`src/rtl/r_seq_ctrl.sv`:
```
// r_seq_ctrl: fetch/decode/exec/writeback sequencer for R-type instructions (macro RSEQ_SINGLE_STEP_EN adds step input).
// Latency: ack cycle + DECODE + EXEC + WB = 4 cycles per instruction with zero-wait instruction memory.
// Backpressure: imem_req held until imem_ack; TIMEOUT_CYC unacknowledged FETCH cycles raise bus_err and halt.
module r_seq_ctrl #(
    parameter int TIMEOUT_CYC = 16,
    parameter int CNT_W       = 16
) (
    input  logic             clk,
    input  logic             rst_n,
    input  logic             run,
`ifdef RSEQ_SINGLE_STEP_EN
    input  logic             step,
`endif
    output logic             imem_req,
    input  logic             imem_ack,
    input  logic [31:0]      imem_rdata,
    output logic             ir_we,
    output logic [2:0]       alu_op,
    output logic [4:0]       rs,
    output logic [4:0]       rt,
    output logic [4:0]       rd,
    output logic             rf_we,
    output logic             pc_we,
    output logic             busy,
    output logic             illegal,
    output logic             bus_err,
    output logic [CNT_W-1:0] retired
);

    localparam int            TW    = (TIMEOUT_CYC > 1) ? $clog2(TIMEOUT_CYC) : 1;
    localparam logic [TW-1:0] TLAST = TW'(TIMEOUT_CYC - 1);

    typedef enum logic [2:0] {
        S_IDLE   = 3'd0,
        S_FETCH  = 3'd1,
        S_DECODE = 3'd2,
        S_EXEC   = 3'd3,
        S_WB     = 3'd4,
        S_HALT   = 3'd5
    } state_t;

    state_t        state;
    state_t        state_nx;
    logic [31:0]   ir;
    logic [TW-1:0] tcnt;
    logic          dec_ok;
    logic [2:0]    dec_op;
    logic          start;
    logic          wb_cont;
    logic          timeout_hit;
    logic          unused_shamt;

    // Shift amount is not part of the R-type control decode.
    assign unused_shamt = ^ir[10:6];

`ifdef RSEQ_SINGLE_STEP_EN
    logic step_q;
    logic step_pend;
    logic step_rise;
    logic unused_run;

    assign unused_run = run;
    assign step_rise  = step & ~step_q;
    // An edge seen mid-instruction is held until the sequencer parks in IDLE.
    assign start      = step_rise | step_pend;
    assign wb_cont    = 1'b0;

    always_ff @(posedge clk or negedge rst_n) begin
        if (!rst_n) begin
            step_q    <= 1'b0;
            step_pend <= 1'b0;
        end else begin
            step_q <= step;
            if (state == S_IDLE)
                step_pend <= 1'b0;
            else if (step_rise)
                step_pend <= 1'b1;
        end
    end
`else
    assign start   = run;
    assign wb_cont = run;
`endif

    assign timeout_hit = (state == S_FETCH) && !imem_ack && (tcnt == TLAST);

    always_comb begin
        dec_ok = 1'b1;
        dec_op = 3'b000;
        if (ir[31:26] != 6'd0) begin
            dec_ok = 1'b0;
        end else begin
            case (ir[5:0])
                6'b100000: dec_op = 3'b100;
                6'b100010: dec_op = 3'b101;
                6'b100100: dec_op = 3'b000;
                6'b100101: dec_op = 3'b001;
                6'b100110: dec_op = 3'b010;
                6'b100111: dec_op = 3'b011;
                6'b101011: dec_op = 3'b110;
                6'b000100: dec_op = 3'b111;
                default:   dec_ok = 1'b0;
            endcase
        end
    end

    always_ff @(posedge clk or negedge rst_n) begin
        if (!rst_n)
            state <= S_IDLE;
        else
            state <= state_nx;
    end

    always_comb begin
        state_nx = state;
        case (state)
            S_IDLE: begin
                if (start)
                    state_nx = S_FETCH;
            end
            S_FETCH: begin
                if (imem_ack)
                    state_nx = S_DECODE;
                else if (timeout_hit)
                    state_nx = S_HALT;
            end
            S_DECODE: state_nx = dec_ok ? S_EXEC : S_FETCH;
            S_EXEC:   state_nx = S_WB;
            S_WB:     state_nx = wb_cont ? S_FETCH : S_IDLE;
            S_HALT:   state_nx = S_HALT;
            default:  state_nx = S_IDLE;
        endcase
    end

    always_comb begin
        imem_req = (state == S_FETCH);
        ir_we    = (state == S_FETCH) && imem_ack;
        rf_we    = (state == S_WB) && (rd != 5'd0);
        pc_we    = (state == S_WB) || ((state == S_DECODE) && !dec_ok);
        busy     = (state != S_IDLE) && (state != S_HALT);
    end

    // Counts consecutive unacknowledged FETCH cycles; cleared everywhere else.
    always_ff @(posedge clk or negedge rst_n) begin
        if (!rst_n)
            tcnt <= '0;
        else if ((state == S_FETCH) && !imem_ack)
            tcnt <= tcnt + 1'b1;
        else
            tcnt <= '0;
    end

    always_ff @(posedge clk or negedge rst_n) begin
        if (!rst_n) begin
            ir      <= '0;
            alu_op  <= 3'b000;
            rs      <= 5'd0;
            rt      <= 5'd0;
            rd      <= 5'd0;
            illegal <= 1'b0;
            bus_err <= 1'b0;
            retired <= '0;
        end else begin
            if (ir_we)
                ir <= imem_rdata;
            if (state == S_DECODE) begin
                rs <= ir[25:21];
                rt <= ir[20:16];
                rd <= ir[15:11];
                if (dec_ok)
                    alu_op <= dec_op;
                else
                    illegal <= 1'b1;
            end
            if (timeout_hit)
                bus_err <= 1'b1;
            if (state == S_WB)
                retired <= retired + 1'b1;
        end
    end

endmodule
```
`config.mk`:
```
export PLATFORM = sky130hd
export DESIGN_NAME = r_seq_ctrl
export DESIGN_NICKNAME = d
export VERILOG_FILES = /design/src/rtl/r_seq_ctrl.sv
export SDC_FILE = /design/constraint.sdc
export NUM_CORES = 1
export LEC_CHECK = 0
export BUFFER_PORTS_ARGS = -buffer_cell sky130_fd_sc_hd__buf_4
export CAP_MARGIN = 20
export CELL_PAD_IN_SITES_DETAIL_PLACEMENT = 0
export CELL_PAD_IN_SITES_GLOBAL_PLACEMENT = 1
export CORE_UTILIZATION = 45
export DETAILED_ROUTE_END_ITERATION = 7
export GPL_TIMING_DRIVEN = 0
export PLACE_DENSITY = 0.84
export SLEW_MARGIN = 10
export SYNTH_ARGS = -nofsm -noshare
export SYNTH_HDL_FRONTEND = slang
export SYNTH_SLANG_ARGS = --single-unit
```
`constraint.sdc`:
```
create_clock -name clk -period 4.9 [get_ports clk]
set_input_delay 0.245 -clock clk [delete_from_list [all_inputs] [get_ports clk]]
set_output_delay 0.245 -clock clk [all_outputs]
set_load 0.005 [all_outputs]
```
After elaboration in Yosys (flattened, before gate mapping)
Index checks and enable logic that the tools add are counted.

Register bits after elaboration: 75. Output and inout port bits: 41. Word-level logic and storage cells: 58.

$add $sub $neg: 2. Eq/ne operators: 17. Mux-type cells: 11. Bitwise operators: 1. Reduce and logical (&&, ||, !) cells: 17.

Operator list (number): == test 6 bit, second input constant (7); one-hot mux 3 bit (7 select lines) (1); one-hot mux 3 bit (6 select lines) (1); adder 16 x 1 -> 16 bit, second input constant (1); 2-to-1 mux 3 bit (4); OR reduction 8 bit (1); == test 3 x 2 -> 1 bit, second input constant (2); == test 3 bit, second input constant (2); == test 6 x 3 -> 1 bit, second input constant (1); logical AND 1 bit (6); AND reduction 2 bit (3); nonzero test 6 bit (1); nonzero test 5 bit (1); adder 4 x 1 -> 4 bit, second input constant (1); == test 4 bit, second input constant (1); 2-to-1 mux 4 bit (1); == test 3 x 1 -> 1 bit, second input constant (1); zero test 3 bit (1); 2-to-1 mux 1 bit (3); inequality test 3 x 1 -> 1 bit, second input constant (1); inequality test 3 bit, second input constant (1); nonzero test 3 bit (1); zero test 1 bit (2); 2-to-1 mux 2 bit (1); other kinds (3) (3).

Logic depth before layout (Yosys ltp)
Word-level depth: 7. Depth in mapped cells: 7. Depth with buffers taken out: 4.

Worst setup path before layout
No wires, ideal clock.

Path kind: flip-flop to flip-flop. From: register state[2]. To: register ir[12]. Setup time: 0.125 ns. Data arrival time: 1.469 ns. Data required time: 4.775 ns. Setup slack: 3.306 ns. Stages on the path, launching flop included: 7. Path buffers: 3. Period minus slack after synthesis: 1.594 ns. Path through: dfrtp_1 buf_6 nor3b_2 and2_1 buf_2 buf_4 mux2_2.

Cells in the longest elaborated chain, start to end: 2.

Ends and longest elaborated chain: start: declaration (line 42) `state_t state;`; start signal: assignment (line 111) `state <= state_nx;`; == test 3 x 1 -> 1 bit; via imem_req (line 14) `output logic imem_req,`; logical AND 1 bit (line 137) `ir_we = (state == S_FETCH) && imem_ack;`; end signal: assignment (line 165) `ir <= imem_rdata;`; end: declaration (line 44) `logic [31:0] ir;`.

The timed path passes the listed nets, and every way through them passes these cells. A chain may end at the register's enable or synchronous reset.

Worst setup path in the final report
From: register state[1]. To: output port ir_we.

Cells in the longest elaborated chain, start to end: 2.

Ends and longest elaborated chain: == test 3 x 1 -> 1 bit (line 137); logical AND 1 bit (line 137); end: declaration (line 17) `output logic ir_we,`.

Every way passes these cells.

==> metrics <==
CP Class reg -> out; DRC 10; pre-CTS WS slightly above 3000 ps; FF-to-FF End alu_op[0]$_DFFE_PN0P_; Rel. slew slack between 40% and 50%; CP most frequent cell buf_4; CTS tree built; Max Cap Viol 0; reg2reg setup slack roughly 3100 ps; Num CTS Buffers 9; cell area after synthesis 3060 sq um; starting density of the core between 40% and 50%; first-pass GRT wire length a little under 10000 um; Syn. warnings 0; crit path DAT 1680 ps; Hold Vio Cnt, Final 0; syn_area_per_cell ~13 sq um; Final Non-Filler Cells approximately 400; crit-path max cell delay between 300 and 400 ps; GRT overflow 0; Worst Max-Slew Pin Slew 877 ps; worst hold path type in -> async; Slew Limit Fails 0; setup violators final 0; wire length per cell about 14 um; CTS resizes 0; commonest non-fill, non-tap cell in the layout buf_4; fraction of registers with async set/reset 100%; CP delay by family, top buffers and inverters; die area about 7000 sq um; Placed Cells 380; DR iter-0 viols between 100 and 150; Synth Flop Type dfrtp_1; Pwr Density around 540 nW/um^2; antenna violations before repair 0; failing checks design-rule violations; R2R cell count 5; num rows 29; crit path to ir_we; final core occ 60.0%; core area 6460 sq um; crit path max fanout 10; Max rail drop VDD a little over 0.3 mV; crit path launch type flop; Syn Inst Count 232; Worst-path clk slew around 80 ps; largest net degree at the start of global routing roughly 70; TritonCTS Sinks 70; flip-flop and latch count after synthesis 70; share of cells above drive strength 1 45.8%; unrepaired setup endpoints after global routing no; CTS max path bufs 2; status finished with violations; Slowest cell on crit path dfrtp_1; DR vias between 2000 and 2500; detailed placer's ending HPWL approximately 4000 um; Die Y between 80 and 90 um; Critical Path Sink Type primary output; Critical path buffers and inverters 4; Critical Path RT roughly 4700 ps; ANT cells 0; RR Startpoint state[2]$_DFFE_PN0P_; # nets final roughly 350; fin crit period around 1900 ps; worst path cell trace buf_4, nor3b_2, and2_1, buf_2, buf_4, buf_4; Die W roughly 84 um; Port-buffer cells a little over 70; fmax about 520 MHz; I/O pins between 70 and 80; final setup TNS 0 ps; H-tree lvl count 3; drt via density just over 5; post-route clock period utilization about two fifths; routability cong. around 0.74; Area Growth Syn to Fin 26.8%; EDFF count, synth 0; P_leak between 1.5 and 2 nW; CTS Hold Bufs 0; sequential area share after synthesis ~57%; final worst slack 2970 ps; Root Buffer clkbuf_8; post-CTS setup buffer count 0; Yosys cell types 47; Post-Route Skew 11.4 ps; Synth Net Count 270; Total GRT Usage roughly 17%; drt total wl around 5700 um; DRT Pass-1 Iters 6; vias in the first global route a little over 2000; Crit. Startpoint state[1]$_DFFE_PN0P_; Critical Path Stages 6; number of nets still failing antenna checks after routing 0; most frequent cells in the layout buf_4, dfrtp_1, mux2_2; worst-skew pair later-pin latency approximately 340 ps
==> logic make-up (layout without fill, tap and decap cells) <==
family | count (synthesis) | after routing | synth area share [%]
muxes | 42 | 42 | 15.4
xor gates and xnor gates | 17 | 17 | 4.87
AOI/OAI and AO/OA | 20 | 20 | 4.26
DFF | 70 | 70 | 57.3
adders and majority gates | 2 | 2 | 0.818
buffers and inverters | 14 | 101 | 2.78
and+or+nand+nor | 67 | 67 | 14.6
==> layer usage <==
layer	GRT usage [%]	part of all wire, %	routed length (um)	vias up
li1	-	-	-	979
met1	22.0	44	2530	1003
met2	28.4	47	2700	54
met3	5.51	6.8	389	10
met4	6.47	1.5	86	0
met5	0	0	0	-
==> worst min path at each step <==
stage	start	end	slack (ps)	cells past startpoint
5_1_grt	rst_n	retired[5]$_DFFE_PN0P_	100	1
4_1_cts	rst_n	retired[7]$_DFFE_PN0P_	60	1
2_1_floorplan	rst_n	alu_op[0]$_DFFE_PN0P_	-50	0
6_report	rst_n	retired[5]$_DFFE_PN0P_	6	1
3_5_place_dp	rst_n	retired[7]$_DFFE_PN0P_	430	1
3_3_place_gp	rst_n	alu_op[0]$_DFFE_PN0P_	420	1
==> cell usage after synthesis (all sizes together), types with 2 or more instances <==
cell / n / area, sq um
inv: 5 / 18.8
ha: 2 / 25.0
mux2: 41 / 462
nand2b: 2 / 12.5
nor3: 7 / 45.0
nand3: 9 / 50.1
and3: 2 / 12.5
and4: 3 / 26.3
nor2: 9 / 33.8
nor4: 4 / 46.3
xnor2: 9 / 78.8
buf: 8 / 62.6
dfrtp: 70 / 1750
and2: 2 / 12.5
or3b: 2 / 17.5
xor2: 8 / 70.1
a21oi: 5 / 28.8
nand2: 15 / 56.3
nor3b: 3 / 50.1
nand4: 5 / 52.6
o21ai: 6 / 30.0
o21bai: 3 / 22.5
==> state kept, by name, summed over array words and instances, names as in the netlist <==
signal and count:
tcnt 4, alu_op 3, retired 16, bus_err 1, rs 5, rd 5, ir 27, rt 5
state 3, illegal 1
==> stage by stage <==
step | instance area, sq um | total power [W] | hold WS, ps
after floorplan | 3060 | 0.00137 | -50.6
after global placement | 3690 | 0.00164 | 423
after detailed placement | 3690 | 0.00167 | 428
after CTS | 3880 | 0.00213 | 55.4
after global routing | 3880 | 0.00224 | 104
final | 3880 | 0.00209 | 5.61
==> worst register-to-register path: cells and delay by family (launching register included) <==
family | cells | cell delay (ps)
flops | 1 | 370
simple gates | 2 | 600
mux | 1 | 350
buf+inv | 1 | 140
compound gates | 1 | 270
==> where the power goes <==
part           internal [W]  switching (W)  total (W)  leakage [nW]
Combinational      0.000425       0.000272   0.000697         0.844
Sequential         0.000789       0.000161   0.000950         0.877
Clock              0.000234       0.000213   0.000447         0.100
Total               0.00145       0.000646    0.00209          1.82
==> final cells by class <==
| type | count | area (sq um) |
|---|---|---|
| Sequential cell | 70 | 1750 |
| Clock buffer | 10 | 128 |
| Buffer | 9 | 66.3 |
| Fill cell | 547 | 2580 |
| Multi-Input combinational cell | 148 | 1220 |
| Inverter | 5 | 18.8 |
| Tap cell | 77 | 96.3 |
| Timing Repair Buffer | 71 | 533 |
| Clock inverter | 6 | 62.6 |
Note: power is estimated with default switching activity, not from simulation.
